`src/rtl/ctl_pkg.sv`:
```
// rtl/ctl_pkg.sv - shared opcodes, encodings and control bundle for the decode-control stage
package ctl_pkg;

  localparam logic [6:0] OP_R      = 7'b0110011;
  localparam logic [6:0] OP_IMM    = 7'b0010011;
  localparam logic [6:0] OP_LOAD   = 7'b0000011;
  localparam logic [6:0] OP_STORE  = 7'b0100011;
  localparam logic [6:0] OP_BRANCH = 7'b1100011;
  localparam logic [6:0] OP_JAL    = 7'b1101111;
  localparam logic [6:0] OP_JALR   = 7'b1100111;
  localparam logic [6:0] OP_LUI    = 7'b0110111;
  localparam logic [6:0] OP_AUIPC  = 7'b0010111;

  localparam logic [5:0] FMT_NONE = 6'b000000;
  localparam logic [5:0] FMT_R    = 6'b000001;
  localparam logic [5:0] FMT_I    = 6'b000010;
  localparam logic [5:0] FMT_S    = 6'b000100;
  localparam logic [5:0] FMT_B    = 6'b001000;
  localparam logic [5:0] FMT_U    = 6'b010000;
  localparam logic [5:0] FMT_J    = 6'b100000;

  localparam logic [2:0] BJ_NONE = 3'b010;
  localparam logic [2:0] BJ_JUMP = 3'b011;

  localparam logic [1:0] ALU_DEF   = 2'b00;
  localparam logic [1:0] ALU_IMM   = 2'b01;
  localparam logic [1:0] ALU_ILL   = 2'b10;
  localparam logic [1:0] ALU_STORE = 2'b11;

  localparam logic [1:0] USEL_NONE  = 2'b00;
  localparam logic [1:0] USEL_LUI   = 2'b01;
  localparam logic [1:0] USEL_AUIPC = 2'b10;

  localparam logic [6:0] F7_BASE   = 7'b0000000;
  localparam logic [6:0] F7_ALT    = 7'b0100000;
  localparam logic [6:0] F7_MULDIV = 7'b0000001;

  typedef struct packed {
    logic [1:0] u_sel;
    logic [5:0] i_format;
    logic [2:0] bj_type;
    logic [1:0] alu_op;
    logic       mem_read;
    logic       mem_to_reg;
    logic       mem_write;
    logic       alu_src;
    logic       reg_write;
    logic       muldiv;
    logic       illegal;
    logic [4:0] rd;
  } ctl_t;

  localparam ctl_t CTL_RESET = '{
    u_sel: USEL_NONE, i_format: FMT_NONE, bj_type: BJ_NONE, alu_op: ALU_DEF,
    mem_read: 1'b0, mem_to_reg: 1'b0, mem_write: 1'b0, alu_src: 1'b0,
    reg_write: 1'b0, muldiv: 1'b0, illegal: 1'b0, rd: 5'd0
  };

  // SUB/SRA are the only alternate-funct7 R-type ops in the base ISA
  function automatic logic r_funct7_ok(input logic [6:0] funct7, input logic [2:0] funct3,
                                       input logic m_en);
    case (funct7)
      F7_BASE:   return 1'b1;
      F7_ALT:    return (funct3 == 3'b000) || (funct3 == 3'b101);
      F7_MULDIV: return m_en;
      default:   return 1'b0;
    endcase
  endfunction

endpackage

```
`src/rtl/ctl_dec.sv`:
```
// rtl/ctl_dec.sv - combinational RV32I(M) decoder producing the control bundle
module ctl_dec
  import ctl_pkg::*;
#(
  parameter int RV32M = 0
) (
  input  logic [31:0] inst_i,
  output ctl_t        ctl_o,
  output logic        uses_rs1_o,
  output logic        uses_rs2_o
);

  localparam logic M_EN = (RV32M != 0);

  logic [6:0] opcode;
  logic [2:0] funct3;
  logic [6:0] funct7;
  logic       legal;

  assign opcode = inst_i[6:0];
  assign funct3 = inst_i[14:12];
  assign funct7 = inst_i[31:25];

  always_comb begin
    ctl_o = CTL_RESET;
    legal = 1'b1;
    case (opcode)
      OP_R: begin
        ctl_o.i_format  = FMT_R;
        ctl_o.reg_write = 1'b1;
        ctl_o.muldiv    = M_EN && (funct7 == F7_MULDIV);
        legal           = r_funct7_ok(funct7, funct3, M_EN);
      end
      OP_IMM: begin
        ctl_o.i_format  = FMT_I;
        ctl_o.reg_write = 1'b1;
        ctl_o.alu_src   = 1'b1;
        ctl_o.alu_op    = ALU_IMM;
      end
      OP_LOAD: begin
        ctl_o.i_format   = FMT_I;
        ctl_o.reg_write  = 1'b1;
        ctl_o.alu_src    = 1'b1;
        ctl_o.mem_read   = 1'b1;
        ctl_o.mem_to_reg = 1'b1;
      end
      OP_STORE: begin
        ctl_o.i_format  = FMT_S;
        ctl_o.alu_src   = 1'b1;
        ctl_o.mem_write = 1'b1;
        ctl_o.alu_op    = ALU_STORE;
      end
      OP_BRANCH: begin
        ctl_o.i_format = FMT_B;
        ctl_o.bj_type  = funct3;
      end
      OP_JAL: begin
        ctl_o.i_format  = FMT_J;
        ctl_o.reg_write = 1'b1;
        ctl_o.bj_type   = BJ_JUMP;
      end
      OP_JALR: begin
        ctl_o.i_format  = FMT_I;
        ctl_o.reg_write = 1'b1;
        ctl_o.alu_src   = 1'b1;
        ctl_o.bj_type   = BJ_JUMP;
      end
      OP_LUI: begin
        ctl_o.i_format  = FMT_U;
        ctl_o.reg_write = 1'b1;
        ctl_o.alu_src   = 1'b1;
        ctl_o.u_sel     = USEL_LUI;
      end
      OP_AUIPC: begin
        ctl_o.i_format  = FMT_U;
        ctl_o.reg_write = 1'b1;
        ctl_o.alu_src   = 1'b1;
        ctl_o.u_sel     = USEL_AUIPC;
      end
      default: legal = 1'b0;
    endcase

    // an illegal word must not write state or look like any format
    if (!legal) begin
      ctl_o.reg_write  = 1'b0;
      ctl_o.mem_read   = 1'b0;
      ctl_o.mem_write  = 1'b0;
      ctl_o.mem_to_reg = 1'b0;
      ctl_o.alu_src    = 1'b0;
      ctl_o.muldiv     = 1'b0;
      ctl_o.i_format   = FMT_NONE;
      ctl_o.alu_op     = ALU_ILL;
      ctl_o.illegal    = 1'b1;
    end
    ctl_o.rd = ctl_o.reg_write ? inst_i[11:7] : 5'd0;
  end

  assign uses_rs1_o = |(ctl_o.i_format & (FMT_R | FMT_I | FMT_S | FMT_B));
  assign uses_rs2_o = |(ctl_o.i_format & (FMT_R | FMT_S | FMT_B));

endmodule

```
`src/rtl/ctl_pipe.sv`:
```
// rtl/ctl_pipe.sv - registered decode-control stage with valid/ready, flush and load-use bubbles
module ctl_pipe
  import ctl_pkg::*;
#(
  parameter int XLEN       = 32,
  parameter int LU_BUBBLES = 1,
  parameter int RV32M      = 0
) (
  input  logic            i_clk,
  input  logic            i_rst,
  input  logic            i_flush,
  input  logic            in_valid,
  output logic            in_ready,
  input  logic [31:0]     in_inst,
  input  logic [XLEN-1:0] in_pc,
  output logic            out_valid,
  input  logic            out_ready,
  output logic [31:0]     out_inst,
  output logic [XLEN-1:0] out_pc,
  output logic [1:0]      out_u_sel,
  output logic [5:0]      out_i_format,
  output logic [2:0]      out_bj_type,
  output logic [1:0]      out_alu_op,
  output logic            out_mem_read,
  output logic            out_mem_to_reg,
  output logic            out_mem_write,
  output logic            out_alu_src,
  output logic            out_reg_write,
  output logic            out_muldiv,
  output logic            out_illegal,
  output logic [4:0]      out_rd
);

  localparam logic [1:0] CNT_LOAD = 2'(LU_BUBBLES - 1);

  ctl_t            dec_ctl;
  logic            uses_rs1;
  logic            uses_rs2;

  logic            valid_q, valid_d;
  logic [31:0]     inst_q;
  logic [XLEN-1:0] pc_q;
  ctl_t            ctl_q;
  logic [1:0]      cnt_q, cnt_d;
  logic [4:0]      haz_rd_q, haz_rd_d;

  logic [4:0]      rs1;
  logic [4:0]      rs2;
  logic            dep_out;
  logic            dep_haz;
  logic            block;
  logic            accept;
  logic            xfer;
  logic            load_out;

  ctl_dec #(.RV32M(RV32M)) u_dec (
    .inst_i     (in_inst),
    .ctl_o      (dec_ctl),
    .uses_rs1_o (uses_rs1),
    .uses_rs2_o (uses_rs2)
  );

  assign rs1     = in_inst[19:15];
  assign rs2     = in_inst[24:20];
  assign dep_out = (uses_rs1 && (rs1 == ctl_q.rd)) || (uses_rs2 && (rs2 == ctl_q.rd));
  assign dep_haz = (uses_rs1 && (rs1 == haz_rd_q)) || (uses_rs2 && (rs2 == haz_rd_q));

  // held load covers its own leaving cycle; the counter covers the bubbles after it
  assign block = (valid_q && ctl_q.mem_read && (ctl_q.rd != 5'd0) && dep_out)
              || ((cnt_q != 2'd0) && dep_haz);

  assign in_ready = !i_rst && !i_flush && !block && (!valid_q || out_ready);
  assign accept   = in_valid && in_ready;
  assign xfer     = valid_q && out_ready;
  assign load_out = xfer && ctl_q.mem_read && (ctl_q.rd != 5'd0);

  always_comb begin
    valid_d  = valid_q;
    cnt_d    = cnt_q;
    haz_rd_d = haz_rd_q;
    if (i_flush) begin
      valid_d  = 1'b0;
      cnt_d    = 2'd0;
      haz_rd_d = 5'd0;
    end else begin
      if (accept) begin
        valid_d = 1'b1;
      end else if (xfer) begin
        valid_d = 1'b0;
      end
      if (load_out) begin
        cnt_d    = CNT_LOAD;
        haz_rd_d = ctl_q.rd;
      end else if (cnt_q != 2'd0) begin
        cnt_d = cnt_q - 2'd1;
      end
    end
  end

  always_ff @(posedge i_clk or posedge i_rst) begin
    if (i_rst) begin
      valid_q  <= 1'b0;
      cnt_q    <= 2'd0;
      haz_rd_q <= 5'd0;
      inst_q   <= 32'd0;
      pc_q     <= '0;
      ctl_q    <= CTL_RESET;
    end else begin
      valid_q  <= valid_d;
      cnt_q    <= cnt_d;
      haz_rd_q <= haz_rd_d;
      if (accept) begin
        inst_q <= in_inst;
        pc_q   <= in_pc;
        ctl_q  <= dec_ctl;
      end
    end
  end

  assign out_valid      = valid_q;
  assign out_inst       = inst_q;
  assign out_pc         = pc_q;
  assign out_u_sel      = ctl_q.u_sel;
  assign out_i_format   = ctl_q.i_format;
  assign out_bj_type    = ctl_q.bj_type;
  assign out_alu_op     = ctl_q.alu_op;
  assign out_mem_read   = ctl_q.mem_read;
  assign out_mem_to_reg = ctl_q.mem_to_reg;
  assign out_mem_write  = ctl_q.mem_write;
  assign out_alu_src    = ctl_q.alu_src;
  assign out_reg_write  = ctl_q.reg_write;
  assign out_muldiv     = ctl_q.muldiv;
  assign out_illegal    = ctl_q.illegal;
  assign out_rd         = ctl_q.rd;

endmodule

```
`config.mk`:
```
export PLATFORM = sky130hd
export DESIGN_NAME = ctl_pipe
export DESIGN_NICKNAME = d
export VERILOG_FILES = /design/src/rtl/ctl_pkg.sv /design/src/rtl/ctl_dec.sv /design/src/rtl/ctl_pipe.sv
export SDC_FILE = /design/constraint.sdc
export NUM_CORES = 1
export LEC_CHECK = 0
export CAP_MARGIN = 20
export CORE_AREA = 2 2 150 79
export DETAILED_ROUTE_END_ITERATION = 16
export DIE_AREA = 0 0 152 81
export HOLD_SLACK_MARGIN = 0.15
export PLACE_DENSITY = 0.72
export SETUP_SLACK_MARGIN = 0.3
export SLEW_MARGIN = 20
export SYNTH_ARGS = -nofsm -noshare
export SYNTH_HDL_FRONTEND = slang
export SYNTH_SLANG_ARGS = --single-unit
```
`constraint.sdc`:
```
create_clock -name i_clk -period 7.33 [get_ports i_clk]
set_clock_uncertainty 0.05 [all_clocks]
set_input_delay 0.733 -clock i_clk [delete_from_list [all_inputs] [get_ports i_clk]]
set_output_delay 0.733 -clock i_clk [all_outputs]
set_load 0.05 [all_outputs]
```
### Yosys cells after proc, flatten, opt, wreduce, memory -nomap -nowiden

Cells that the tools add are included.

* reduce and logical (&&, ||, !) cells: 39
* mux-type cells: 21
* add/sub/neg operators: 1
* equal/unequal tests: 15

Operator list (number)
* 6-bit one-hot mux with 6 select lines: 1
* 7-bit by 6-bit equality test with 1-bit output, second input constant: 4
* 7-bit equality test, second input constant: 3
* 5-bit equality test: 4
* 1-bit logical AND: 15
* 5-bit 2-to-1 mux: 3
* 7-bit by 5-bit equality test with 1-bit output, second input constant: 2
* 9-bit 2-to-1 mux: 1
* 2-bit 2-to-1 mux: 4
* 2-bit one-hot mux with 2 select lines: 2
* 8-bit OR reduction: 1
* 7-bit by 2-bit equality test with 1-bit output, second input constant: 1
* 7-bit logical NOT: 1
* 7-bit OR reduction: 1
* 1-bit 2-to-1 mux: 6
* 6-bit 2-to-1 mux: 1
* 3-bit one-hot mux with 2 select lines: 1
* 3-bit nonzero test: 2
* 3-bit OR reduction: 2
* 6-bit OR reduction: 1
* 1-bit logical OR: 5
* 5-bit nonzero test: 1
* 1-bit logical NOT: 4
* 1-bit one-hot mux with 2 select lines: 2
* 6 further kinds: 8

* bits in registers: 97
* input port bits: 69
* output and inout port bits: 91
* logic and storage cells: 93

### Depth between registers and ports, before layout

* depth in word-level cells: 16
* mapped depth: 9
* depth with buffers taken out: 6

### By module

A second synthesis with hierarchy kept.

* cells, all modules: 326
* area, all modules: 4650.7 um2

Modules (own cells, without submodules)
* ctl_pipe: sequential area each 2428.6 um2, area each 4174.0 um2, instances 1, cells each 258
* ctl_dec: sequential area each 0.0 um2, area each 476.7 um2, instances 1, cells each 68

### Worst setup path before layout

No wires, ideal clock.

* path kind: input to output
* from: input port in_inst[25]
* to: output port in_ready
* slack: 4.185 ns
* arrival: 2.362 ns
* buffers on the path: 0
* data required time: 6.547 ns
* stages on the path: 6
* cell sequence: or4_1 > nor4_1 > a32o_1 > a21boi_2 > o22ai_1 > and2_1

* longest elaborated chain between the ends: 12

RTL lines
* start: declaration: RTL line ctl_pipe.sv:14 `input logic [31:0] in_inst,`
* 7-bit by 6-bit equality test with 1-bit output / 7-bit logical NOT (equally long branches): RTL line ctl_pkg.sv:62 `case (funct7)`
* 1-bit one-hot mux with 2 select lines *: RTL line ctl_pkg.sv:62
* 1-bit one-hot mux with 2 select lines *: RTL line ctl_dec.sv:27 `case (opcode)`
* 6-bit 2-to-1 mux *: RTL line ctl_dec.sv:84 `if (!legal) begin`
* 4-bit OR reduction / 3-bit OR reduction (equally long branches): RTL line ctl_dec.sv:98, ctl_dec.sv:99
* 1-bit logical AND (on tied branches): RTL line ctl_pipe.sv:65, ctl_pipe.sv:66
* 1-bit logical OR (on tied branches): RTL line ctl_pipe.sv:65, ctl_pipe.sv:66
* 1-bit logical AND (on tied branches): RTL line ctl_pipe.sv:69, ctl_pipe.sv:70
* 1-bit logical OR *: RTL line ctl_pipe.sv:70 `|| ((cnt_q != 2'd0) && dep_haz);`
* 1-bit logical NOT *: RTL line ctl_pipe.sv:72 `assign in_ready = !i_rst && !i_flush && !block && (!valid_q || out_ready);`
* 1-bit logical AND * (2 in a row): RTL line ctl_pipe.sv:72
* end: declaration: RTL line ctl_pipe.sv:13 `output logic in_ready,`

Every way passes the cells marked *; elsewhere a longest branch is shown, timed or not.

### Worst setup path after layout

Same ends and word-level chain as after synthesis.

==> metrics.yaml <==
run_status:
  outcome: "finished, final reports clean"
clock_tree:
  cts.root.buffer_cell: "clkbuf_16"
  hold_buffers: 0
  cts_tree: "done"
  cts_sinks: 95
  cts-htree-levels: 3
  cts.path.max_buffers: 2
  clk_pin_slew_ns: 0.06
  cts_made_buffers: 9
  cts_resized: 0
  post_cts_buffers: 0
  clk_latency_ns: 0.34
sta:
  rsz0062_at_grt: "no"
  fin_tns_setup_ns: 0
  slew_headroom: 0.443
  max_freq_mhz: 212
  worst_hold_slack_ns: 0.456
  period_minus_slack_ns: 4.71
  finalCritPeriodShare: 0.642
  hold_violations: 0
  worst_pin_slew_ns: 0.836
  final-setup-viol-count: 0
  slew_violations: 0
pwr:
  powerDensity_nw_per_um2: 274
  switchingPower_mw: 0.619
  intPower_mw: 1.11
  p_leak_nw: 2.59
  power_frac_seq: 0.371
  peakVddDrop_mv: 0.146
  swShare: 0.357
  pwr-share-clk: 0.266
  pwr-share-comb: 0.363
routing:
  route.vias.total: 3050
  highest_layer: "met4"
  ant_nets: 0
  via_per_inst: 4.82
  wirelength_microns: 10700
  drc: 0
  wl_met1_microns: 5520
  drtIter0Drc: 113
  wl_met2_microns: 4180
  wl_per_cell_microns: 16.9
  drtPass1Iterations: 4
  wl_met3_microns: 932
die:
  initial_core_util: 0.384
  die_x_microns: 152
  die_y_microns: 81
  die_area_sq_um: 12300
  rows: 28
  core_sq_um: 11200
  ios: 160
layout:
  layout.nets: 548
  syn_to_final_growth_pct: 46.4
  diodes: 0
  drive_gt1_frac: 0.203
synthesis:
  synth_top_cell_by_area: "dfrtp_1"
  yosysWarnings: 0
  synth_top_area_frac: 0.544
  netlist_area_sq_um: 4320
  syn-num-nets: 392
  ys_ff_latch: 95
  synthCells: 322
  synthTopCellsByArea: "dfrtp_1 54%, mux2_2 13%, mux2_4 9.7%"
  synth_cell_type_count: 43
  avgSynthCellArea_sq_um: 13.4
  ys_seq_area_frac: 0.550
global_routing:
  grt_pass1_wl_microns: 16500
  grt_max_degree: 64
  grt_util_all_layers: 0.173
  antenna_found_initial: 0
  overflow: 0
  grt_pass1_vias: 3049
setup_path:
  crit_type: "input pin to output pin"
  r2r_cells: 8
  r2r_end: "out_i_format[0]$_DFFE_PP0P_"
  required_ns: 6.55
  r2r_setup_slack_ns: 3.81
  cp-end-kind: "output pin"
  cp.arrival_ns: 3.93
  crit_path_max_fanout: 3
  r2r_start: "out_rd[1]$_DFFE_PP0P_"
  startpoint_type: "input pin"
run:
  drv_cap: 0
placed_design:
  routabilityCongestion: 0.856
  io_buffers: 158
  dp_hpwl_microns: 7710
min_path:
  holdCritPathClass: "register to register"
  worstHoldStart: "out_pc[8]$_DFFE_PP0P_"
  hold_end: "out_pc[8]$_DFFE_PP0P_"
  worstHoldPathCells: 1
flip-flops by register name (all words and copies together) (netlist names):
signal and cells:
out_rd 5, out_mem_read 1, cnt_q 2, out_alu_src 1, out_inst 32, out_valid 1, out_mem_write 1, out_i_format 6
out_bj_type 3, out_illegal 1, haz_rd_q 5, out_pc 32, out_alu_op 2, out_reg_write 1, out_u_sel 2
kinds of logic after synthesis:
family          Yosys count  synth area share
fa+ha+maj                 1           0.00289
compound gates           28            0.0457
flops                    95             0.550
simple gates             57            0.0689
xor+xnor                 23            0.0466
mux                      87             0.248
buf+inv                  30            0.0368
other cells               1          0.000868
placed cells by master, fill, tap and decap left out, types with 2 or more instances in the layout:
master and instances:
a21oi_1 6, a22o_1 5, and2_1 5, buf_4 2
clkbuf_1 2, clkbuf_16 9, clkdlybuf4s50_1 158, clkinvlp_4 2
dfrtp_1 94, inv_1 13, mux2_2 48, mux2_4 28
mux2i_1 11, nand2_1 16, nand4_1 4, nor2_1 10
nor2b_1 5, nor3_1 5, nor4_1 2, o21a_1 2
o21ai_0 6, or3_1 2, xnor2_1 14, xor2_1 9
per-stage QoR:
stage | util | setup WS [ns] | power (mW) | cells | cell area (sq um)
2_1_floorplan | - | 4.07 | 1.06 | 322 | 4320
3_3_place_gp | 0.534 | 2.74 | 1.28 | 616 | 6010
3_5_place_dp | 0.534 | 2.65 | 1.28 | 616 | 6010
4_1_cts | 0.560 | 2.63 | 1.75 | 632 | 6300
5_1_grt | 0.563 | 2.49 | 1.80 | 633 | 6330
6_report | 0.563 | 2.62 | 1.73 | 633 | 6330
power by group through the flow:
stage | sequential [mW] | combinational [mW] | clock [mW]
after floorplan | 0.920 | 0.135 | 0
after global placement | 0.649 | 0.627 | 0
after detailed placement | 0.651 | 0.631 | 0
after CTS | 0.644 | 0.632 | 0.476
after global routing | 0.653 | 0.654 | 0.490
final | 0.643 | 0.630 | 0.461
worst max path at each step:
stage / cells after the start / start / end / slack, ns
2_1_floorplan: 1 / i_rst / cnt_q[0]$_DFFE_PP0P_ / 4.07
5_1_grt: 8 / in_inst[25] / in_ready / 2.49
6_report: 8 / in_inst[25] / in_ready / 2.62
4_1_cts: 8 / in_inst[28] / in_ready / 2.63
3_5_place_dp: 8 / in_inst[28] / in_ready / 2.65
3_3_place_gp: 8 / in_inst[28] / in_ready / 2.74
worst max-delay path: stages:
cell,delay (ns)
clkdlybuf4s50_1,0.43
or4_1,0.54
nor4_1,0.58
a32o_1,0.33
a21boi_2,0.30
o22ai_1,0.14
and2_1,0.18
clkdlybuf4s50_1,0.69
layout make-up:
type / instances / area [sq um]
clock buffer: 11 / 233
clock inverter: 5 / 58.8
fill: 908 / 4920
inverter: 14 / 55.1
multi-input combinational: 197 / 1790
sequential: 95 / 2380
tap: 150 / 188
timing repair buffer: 161 / 1620
routing by layer:
metal / GRT usage / up-vias
met1: 0.254 / 1492
li1: - / 1434
met2: 0.232 / 118
met5: 0 / -
met4: 0.0336 / 0
met3: 0.0768 / 6
synth_stat cells:
library cell / count
a2111oi_0: 1
a211oi_1: 1
a21boi_2: 1
a21oi_1: 6
a22o_1: 5
a32o_1: 1
and2_1: 5
and3_1: 1
and3b_1: 1
buf_2: 7
buf_4: 2
buf_6: 4
clkbuf_1: 3
conb_1: 1
dfrtp_1: 94
dfstp_2: 1
ha_1: 1
inv_1: 14
mux2_2: 48
mux2_4: 28
mux2i_1: 11
nand2_1: 16
nand2b_1: 1
nand4_1: 4
nor2_1: 10
nor2b_1: 5
nor3_1: 5
nor3b_1: 1
nor4_1: 2
nor4bb_1: 1
o21a_1: 2
o21ai_0: 6
o21ai_2: 1
o21ba_2: 1
o22ai_1: 1
o311ai_0: 1
o31ai_1: 1
or2b_1: 1
or3_1: 2
or3b_1: 1
or4_1: 1
xnor2_1: 14
xor2_1: 9
Note: power is estimated with default switching activity, not from simulation.
